**src/rtl/uart_tx_arbiter_pkg.sv**
```systemverilog
// Shared definitions for the UART TX arbiter: FSM state encoding and byte/counter widths.
package uart_pkg;

    typedef enum logic [1:0] {
        IDLE      = 2'd0,
        LAUNCH    = 2'd1,
        WAIT_DONE = 2'd2,
        GAP       = 2'd3
    } arb_state_t;

    localparam int BYTE_W           = 8;
    localparam int GAP_W            = 8;
    localparam int CLKS_PER_BIT_DEF = 217;

endpackage

```
**src/rtl/uart_tx_arbiter_rr_pick.sv**
```systemverilog
// Combinational round-robin picker: first valid index scanning ptr, ptr+1, ... mod NUM_REQ.
module rr_pick #(
    parameter int NUM_REQ = 4,
    parameter int IDX_W   = $clog2(NUM_REQ)
) (
    input  logic [NUM_REQ-1:0] valid,
    input  logic [IDX_W-1:0]   ptr,
    output logic [IDX_W-1:0]   winner,
    output logic               any
);

    logic [IDX_W-1:0] cand;

    always_comb begin
        winner = '0;
        any    = 1'b0;
        cand   = '0;
        for (int i = 0; i < NUM_REQ; i++) begin
            // Explicit modulo keeps non-power-of-2 requester counts from scanning past the end.
            cand = IDX_W'((int'(ptr) + i) % NUM_REQ);
            if (!any && valid[cand]) begin
                winner = cand;
                any    = 1'b1;
            end
        end
    end

endmodule

```
**src/rtl/uart_tx_arbiter.sv**
```systemverilog
// Round-robin scheduler sharing one UART transmitter between NUM_REQ byte sources,
// with launch pulse, done/timeout wait and an optional inter-frame gap.
module uart_tx_arbiter
    import uart_pkg::*;
#(
    parameter int NUM_REQ      = 4,
    parameter int CLKS_PER_BIT = CLKS_PER_BIT_DEF,
    parameter int GAP_CLKS     = 0,
    parameter int TIMEOUT_CLKS = 12 * CLKS_PER_BIT
) (
    input  logic                        i_Clock,
    input  logic                        i_Rst_n,
    input  logic [NUM_REQ-1:0]          i_Req_Valid,
    input  logic [BYTE_W*NUM_REQ-1:0]   i_Req_Byte,
    output logic [NUM_REQ-1:0]          o_Req_Ready,
    output logic [$clog2(NUM_REQ)-1:0]  o_Grant_Id,
    output logic                        o_TX_DV,
    output logic [BYTE_W-1:0]           o_TX_Byte,
    input  logic                        i_TX_Active,
    input  logic                        i_TX_Done,
    output logic                        o_Busy,
    output logic                        o_Timeout
);

    localparam int IDX_W = $clog2(NUM_REQ);
    localparam int TO_W  = $clog2(TIMEOUT_CLKS + 1);
    localparam logic [TO_W-1:0]  TO_LAST  = TO_W'(TIMEOUT_CLKS - 1);
    localparam logic [GAP_W-1:0] GAP_LAST = (GAP_CLKS > 0) ? GAP_W'(GAP_CLKS - 1) : '0;

    arb_state_t       state;
    logic [IDX_W-1:0] ptr;
    logic [TO_W-1:0]  to_cnt;
    logic [GAP_W-1:0] gap_cnt;

    logic [IDX_W-1:0] pick_idx;
    logic             pick_any;
    logic [IDX_W-1:0] ptr_next;

    rr_pick #(
        .NUM_REQ (NUM_REQ),
        .IDX_W   (IDX_W)
    ) u_rr_pick (
        .valid  (i_Req_Valid),
        .ptr    (ptr),
        .winner (pick_idx),
        .any    (pick_any)
    );

    assign ptr_next = (pick_idx == IDX_W'(NUM_REQ - 1)) ? '0 : pick_idx + 1'b1;

    always_ff @(posedge i_Clock) begin
        if (!i_Rst_n) begin
            state       <= IDLE;
            ptr         <= '0;
            to_cnt      <= '0;
            gap_cnt     <= '0;
            o_Req_Ready <= '0;
            o_Grant_Id  <= '0;
            o_TX_DV     <= 1'b0;
            o_TX_Byte   <= '0;
            o_Busy      <= 1'b0;
            o_Timeout   <= 1'b0;
        end else begin
            o_Timeout <= 1'b0;
            case (state)
                IDLE: begin
                    // The i_TX_Active gate also covers a frame left running across a reset.
                    if (pick_any && !i_TX_Active) begin
                        o_TX_Byte   <= i_Req_Byte[int'(pick_idx)*BYTE_W +: BYTE_W];
                        o_Grant_Id  <= pick_idx;
                        ptr         <= ptr_next;
                        o_Req_Ready <= NUM_REQ'(1) << pick_idx;
                        o_TX_DV     <= 1'b1;
                        o_Busy      <= 1'b1;
                        state       <= LAUNCH;
                    end
                end
                LAUNCH: begin
                    o_Req_Ready <= '0;
                    o_TX_DV     <= 1'b0;
                    to_cnt      <= '0;
                    state       <= WAIT_DONE;
                end
                WAIT_DONE: begin
                    // Done in the final count cycle takes priority over the timeout.
                    if (i_TX_Done || to_cnt == TO_LAST) begin
                        o_Timeout <= !i_TX_Done;
                        gap_cnt   <= '0;
                        if (GAP_CLKS == 0) begin
                            o_Busy <= 1'b0;
                            state  <= IDLE;
                        end else begin
                            state  <= GAP;
                        end
                    end else begin
                        to_cnt <= to_cnt + 1'b1;
                    end
                end
                GAP: begin
                    if (gap_cnt == GAP_LAST) begin
                        o_Busy <= 1'b0;
                        state  <= IDLE;
                    end else begin
                        gap_cnt <= gap_cnt + 1'b1;
                    end
                end
                default: state <= IDLE;
            endcase
        end
    end

endmodule

```
**config.mk**
```make
export PLATFORM = sky130hd
export DESIGN_NAME = uart_tx_arbiter
export DESIGN_NICKNAME = d
export VERILOG_FILES = /design/src/rtl/uart_tx_arbiter_pkg.sv /design/src/rtl/uart_tx_arbiter_rr_pick.sv /design/src/rtl/uart_tx_arbiter.sv
export SDC_FILE = /design/constraint.sdc
export NUM_CORES = 1
export LEC_CHECK = 0
export CAP_MARGIN = 20
export CORE_MARGIN = 3
export CORE_UTILIZATION = 48
export DETAILED_ROUTE_END_ITERATION = 10
export PLACE_DENSITY = 0.88
export SYNTH_ARGS = -nofsm -noshare
export SYNTH_HDL_FRONTEND = slang
export SYNTH_SLANG_ARGS = --single-unit
```
**constraint.sdc**
```tcl
create_clock -name i_Clock -period 2.17 [get_ports i_Clock]
set_clock_uncertainty 0.1 [all_clocks]
set_input_delay 0.434 -clock i_Clock [delete_from_list [all_inputs] [get_ports i_Clock]]
set_output_delay 0.434 -clock i_Clock [all_outputs]
set_load 0.005 [all_outputs]
```
==> report_table.html, run 1 <==
<table>
<tr><th>Metric</th><th>Value</th></tr>
<tr><th colspan="2">Timing</th></tr>
<tr><td>Highest Clock Rate</td><td>0.498 GHz</td></tr>
<tr><td>Hold Worst Slack</td><td>0.382 ns</td></tr>
<tr><td>Setup repair after global routing missed its margin</td><td>false</td></tr>
<tr><td>Post-layout min period</td><td>2.01 ns</td></tr>
<tr><td>Slew @ Worst Pin</td><td>0.441 ns</td></tr>
<tr><td>Number of pins exceeding their max-slew limit in the final report</td><td>0</td></tr>
<tr><td>Normalized max-slew margin</td><td>70.3%</td></tr>
<tr><td>Final setup vio count</td><td>0</td></tr>
<tr><td>Fin worst setup slack</td><td>0.161 ns</td></tr>
<tr><td>Fin. Hold Viols</td><td>0</td></tr>
<tr><td>Final Cycle Share</td><td>92.6%</td></tr>
<tr><th colspan="2">Worst setup path</th></tr>
<tr><td>Crit Path Category</td><td>flop to flop</td></tr>
<tr><td>Cell family with most CP delay</td><td>simple AND/OR/NAND/NOR gates</td></tr>
<tr><td>Arrival time worst endpoint</td><td>2.10 ns</td></tr>
<tr><td>Required time of the critical path</td><td>2.26 ns</td></tr>
<tr><td>Crit path max-delay cell type</td><td>sky130_fd_sc_hd__or4b_1</td></tr>
<tr><td>Setup slack on the worst flop-to-flop path</td><td>0.16 ns</td></tr>
<tr><td>CP bufs+invs</td><td>1</td></tr>
<tr><td>Type of destination of the critical path</td><td>flop</td></tr>
<tr><td>Startpoint type of the worst setup path</td><td>flop</td></tr>
<tr><td>Max Fanout on Critical Path</td><td>4</td></tr>
<tr><td>Longest individual stage delay on the worst path</td><td>0.48 ns</td></tr>
<tr><td>Worst-path cell chain</td><td>inv_1 -&gt; ha_1 -&gt; or4b_1 -&gt; o41ai_4 -&gt; or3_1 -&gt; xor2_1 -&gt; nor2_1</td></tr>
<tr><th colspan="2">Clocking</th></tr>
<tr><td>Clock input transition at the sequential cells of the worst setup and hold paths</td><td>0.08 ns</td></tr>
<tr><td>Clk_lat worst skew</td><td>0.30 ns</td></tr>
<tr><td>CTS tree</td><td>built</td></tr>
<tr><td>H-tree level count</td><td>2</td></tr>
<tr><td>Number of sinks driven by the clock tree</td><td>41</td></tr>
<tr><td># hold bufs at CTS</td><td>0</td></tr>
<tr><td>TritonCTS Buffers</td><td>5</td></tr>
<tr><td>Postcts setup bufs</td><td>0</td></tr>
<tr><td>Clk buf depth</td><td>2</td></tr>
<tr><td>Cell at the root of the clock tree</td><td>sky130_fd_sc_hd__clkbuf_8</td></tr>
<tr><td>Count of cells resized by post-cts repair</td><td>0</td></tr>
<tr><th colspan="2">Layout</th></tr>
<tr><td>Post-Layout Cell Count</td><td>358</td></tr>
<tr><td>Final-layout fill cell count</td><td>307</td></tr>
<tr><td>Layout Cell Area excl Fill</td><td>2940 um2</td></tr>
<tr><td>Proportion of layout cells with a drive suffix above 1</td><td>10.7%</td></tr>
<tr><td>Final core utilization</td><td>71.3%</td></tr>
<tr><td># diodes</td><td>0</td></tr>
<tr><td>Area growth from synthesis to layout</td><td>39.2%</td></tr>
<tr><td>Final net count</td><td>354</td></tr>
<tr><th colspan="2">Routing</th></tr>
<tr><td>Post-route antenna net violation count</td><td>0</td></tr>
<tr><td>Ratio of routed vias to standard cells</td><td>5.64</td></tr>
<tr><td>DR WL/cell</td><td>14.9 um</td></tr>
<tr><td>Detailed Routing Iterations Pass 1</td><td>4</td></tr>
<tr><td>Iteration-0 DRC count of the detailed router</td><td>144</td></tr>
<tr><td>Final routed wirelength across all metal layers</td><td>5.32 mm</td></tr>
<tr><td>Total via count after detailed routing</td><td>2018</td></tr>
<tr><td>Number of DRC violations after detailed routing</td><td>0</td></tr>
<tr><th colspan="2">Synth</th></tr>
<tr><td>Count leader, synth</td><td>sky130_fd_sc_hd__dfxtp_1</td></tr>
<tr><td>Synth cell types</td><td>41</td></tr>
<tr><td>Number of enable-type register cells in the synthesized netlist</td><td>0</td></tr>
<tr><td>Syn avg cell area</td><td>8.90 um2</td></tr>
<tr><td>Leading area contributor after synthesis</td><td>sky130_fd_sc_hd__dfxtp_1</td></tr>
<tr><td>Post-synthesis sequential area ratio</td><td>38.9%</td></tr>
<tr><td>Most common flop cell mapped by yosys</td><td>sky130_fd_sc_hd__dfxtp_1</td></tr>
<tr><td>Instance count of the mapped netlist</td><td>237</td></tr>
<tr><td>Largest cells by area after synthesis</td><td>sky130_fd_sc_hd__dfxtp_1, sky130_fd_sc_hd__mux2i_1, sky130_fd_sc_hd__nand3_1</td></tr>
<tr><td>Post-Syn Nets</td><td>284</td></tr>
<tr><td>Register bit count reported by yosys</td><td>41</td></tr>
<tr><td>Fraction of synthesis flops using an asynchronous set or reset pin</td><td>0%</td></tr>
<tr><td>Total standard cell area after synthesis</td><td>2110 um2</td></tr>
<tr><td>Synthesis warning total</td><td>0</td></tr>
<tr><td>Top cell type's share of synthesized area</td><td>38.9%</td></tr>
<tr><td>Post-synth top cells</td><td>sky130_fd_sc_hd__dfxtp_1, sky130_fd_sc_hd__nand2_1, sky130_fd_sc_hd__nand3_1, sky130_fd_sc_hd__mux2i_1, sky130_fd_sc_hd__a21oi_1</td></tr>
<tr><th colspan="2">Run</th></tr>
<tr><td># Max-Cap Violations</td><td>0</td></tr>
<tr><th colspan="2">Floorplanning</th></tr>
<tr><td>Width of the die</td><td>72.3 um</td></tr>
<tr><td>Number of placement rows</td><td>23</td></tr>
<tr><td>Std-Cell Core Area</td><td>4120 um2</td></tr>
<tr><td>Overall die height</td><td>72.3 um</td></tr>
<tr><td>Die area</td><td>5220 um2</td></tr>
<tr><td>Number of I/O pins</td><td>57</td></tr>
<tr><td>Starting density of the core</td><td>51.2%</td></tr>
<tr><th colspan="2">Power and ir drop</th></tr>
<tr><td>Clock group share of total power</td><td>29.8%</td></tr>
<tr><td>Net switching power of the design</td><td>0.460 mW</td></tr>
<tr><td>Standby leakage power</td><td>1.10 nW</td></tr>
<tr><td>Maximum ir drop on the vdd rail</td><td>0.000358 V</td></tr>
<tr><td>Power density over the cells</td><td>574 nW/um2</td></tr>
<tr><td>Combinational Power Share</td><td>22.1%</td></tr>
<tr><td>Internal Pwr Total</td><td>1.23 mW</td></tr>
<tr><td>Sw Share</td><td>27.3%</td></tr>
<tr><td>Power share of the sequential group</td><td>48.1%</td></tr>
<tr><th colspan="2">GRT</th></tr>
<tr><td>Vias in the first global route</td><td>1963</td></tr>
<tr><td>Global-route usage over all layers</td><td>21.0%</td></tr>
<tr><td>Maximum number of pins on one net before global-route repair</td><td>17</td></tr>
<tr><td>Aggregate global routing overflow</td><td>0</td></tr>
<tr><td>Global-route wire length before repair</td><td>8.78 mm</td></tr>
<tr><td>Antenna violations before repair</td><td>0</td></tr>
<tr><th colspan="2">Placed design</th></tr>
<tr><td>Port buffer count</td><td>56</td></tr>
<tr><td>Cells after DPL</td><td>350</td></tr>
<tr><td>Worst slack, placed</td><td>-0.0587 ns</td></tr>
<tr><td>Global placement routability congestion</td><td>0.805</td></tr>
<tr><td>Placed instance area</td><td>2830 um2</td></tr>
<tr><td>Detailed-placement wirelength estimate</td><td>4.02 mm</td></tr>
<tr><th colspan="2">Hold path</th></tr>
<tr><td>Class of the worst hold path</td><td>flop to flop</td></tr>
<tr><th colspan="2">Status</th></tr>
<tr><td>Outcome</td><td>finished, final reports clean</td></tr>
</table>
-- routing by layer --
layer | part of all wire (%) | global-route usage [%] | up-vias
met5 | 0 | 0 | -
met4 | 0.75 | 4.59 | 0
met3 | 6.1 | 6.51 | 5
met2 | 50 | 36.3 | 50
met1 | 43 | 25.6 | 946
li1 | - | - | 1017
-- power by group through the flow --
stage	sequential, mW	combinational, mW	clock, mW
global placement	0.827	0.360	0
global route	0.816	0.405	0.536
CTS	0.811	0.374	0.508
detailed placement	0.828	0.371	0
floorplan	0.826	0.164	0
finish	0.811	0.373	0.502
-- area by class of cell --
| class | instances | area [um2] | area share (%) |
|---|---|---|---|
| clock buffers | 5 | 68.8 | 2.34 |
| clock inverters | 3 | 17.5 | 0.597 |
| multi-input cells | 177 | 1230 | 41.8 |
| well taps | 50 | 62.6 | 2.13 |
| inverters | 8 | 30.0 | 1.02 |
| repair buffers | 74 | 708 | 24.1 |
| flip-flops and latches | 41 | 821 | 28.0 |
-- final timing paths --
path,startpoint,end,cells after the start
min,o_Req_Ready[1],o_Req_Ready[1],2
max,gap_cnt[0],gap_cnt[3],7
max reg2reg,gap_cnt[0],gap_cnt[3],7
min reg2reg,o_Req_Ready[1],o_Req_Ready[1],2
-- state kept, by name, indices dropped and copies added (netlist names), 2 cells and up --
name / count
o_Req_Ready: 4
ptr: 2
state: 2
to_cnt: 12
o_TX_Byte: 8
o_Grant_Id: 2
gap_cnt: 8
-- stage by stage --
stage / setup TNS [ns] / power (mW)
finish: 0 / 1.69
global route: 0 / 1.76
CTS: 0 / 1.69
detailed placement: -0.386 / 1.20
global placement: -0.0160 / 1.19
floorplan: 0 / 0.991
-- worst register-to-register path, stage by stage (launching register included) --
cell	delay, ns
sky130_fd_sc_hd__dfxtp_1	0.34
sky130_fd_sc_hd__inv_1	0.13
sky130_fd_sc_hd__ha_1	0.16
sky130_fd_sc_hd__or4b_1	0.48
sky130_fd_sc_hd__o41ai_4	0.32
sky130_fd_sc_hd__or3_1	0.18
sky130_fd_sc_hd__xor2_1	0.14
sky130_fd_sc_hd__nor2_1	0.05
-- kinds of logic (layout without fill, tap and decap cells) --
logic type	after synthesis	after routing	synth area share, %
adders and majority gates	7	7	4.15
and+or+nand+nor	93	93	23.6
AOI/OAI and AO/OA	52	52	17.8
muxes	19	19	9.02
xor gates and xnor gates	6	6	2.49
DFF	41	41	38.9
buffers and inverters	19	90	4.04
-- cell usage in the layout, fill, tap and decap left out, types with 4 or more instances in the layout --
cell type	count
sky130_fd_sc_hd__o21ai_1	7
sky130_fd_sc_hd__nand2_1	24
sky130_fd_sc_hd__nor2_1	11
sky130_fd_sc_hd__buf_4	17
sky130_fd_sc_hd__a21oi_1	15
sky130_fd_sc_hd__nand3_1	23
sky130_fd_sc_hd__and3_1	4
sky130_fd_sc_hd__inv_1	7
sky130_fd_sc_hd__a21boi_1	10
sky130_fd_sc_hd__o221ai_1	8
sky130_fd_sc_hd__clkdlybuf4s50_1	56
sky130_fd_sc_hd__o31ai_1	6
sky130_fd_sc_hd__mux2i_1	19
sky130_fd_sc_hd__clkbuf_8	5
sky130_fd_sc_hd__ha_1	7
sky130_fd_sc_hd__dfxtp_1	41
sky130_fd_sc_hd__nand4_1	5
sky130_fd_sc_hd__or3_1	5
sky130_fd_sc_hd__or4_1	6
sky130_fd_sc_hd__xor2_1	5
Note: power is estimated with default switching activity, not from simulation.
==> inputs of run 2 (changes only) <==
Settings changed: SLEW_MARGIN set to 30.
==> results of run 2 <==
Same layout as run 1: the final DEF is identical, and so are final timing and power.
==> inputs of run 3 (changes only) <==
Settings changed: SKIP_LAST_GASP set to 1.
==> results of run 3 <==
Same layout as run 1: the final DEF is identical, and so are final timing and power.
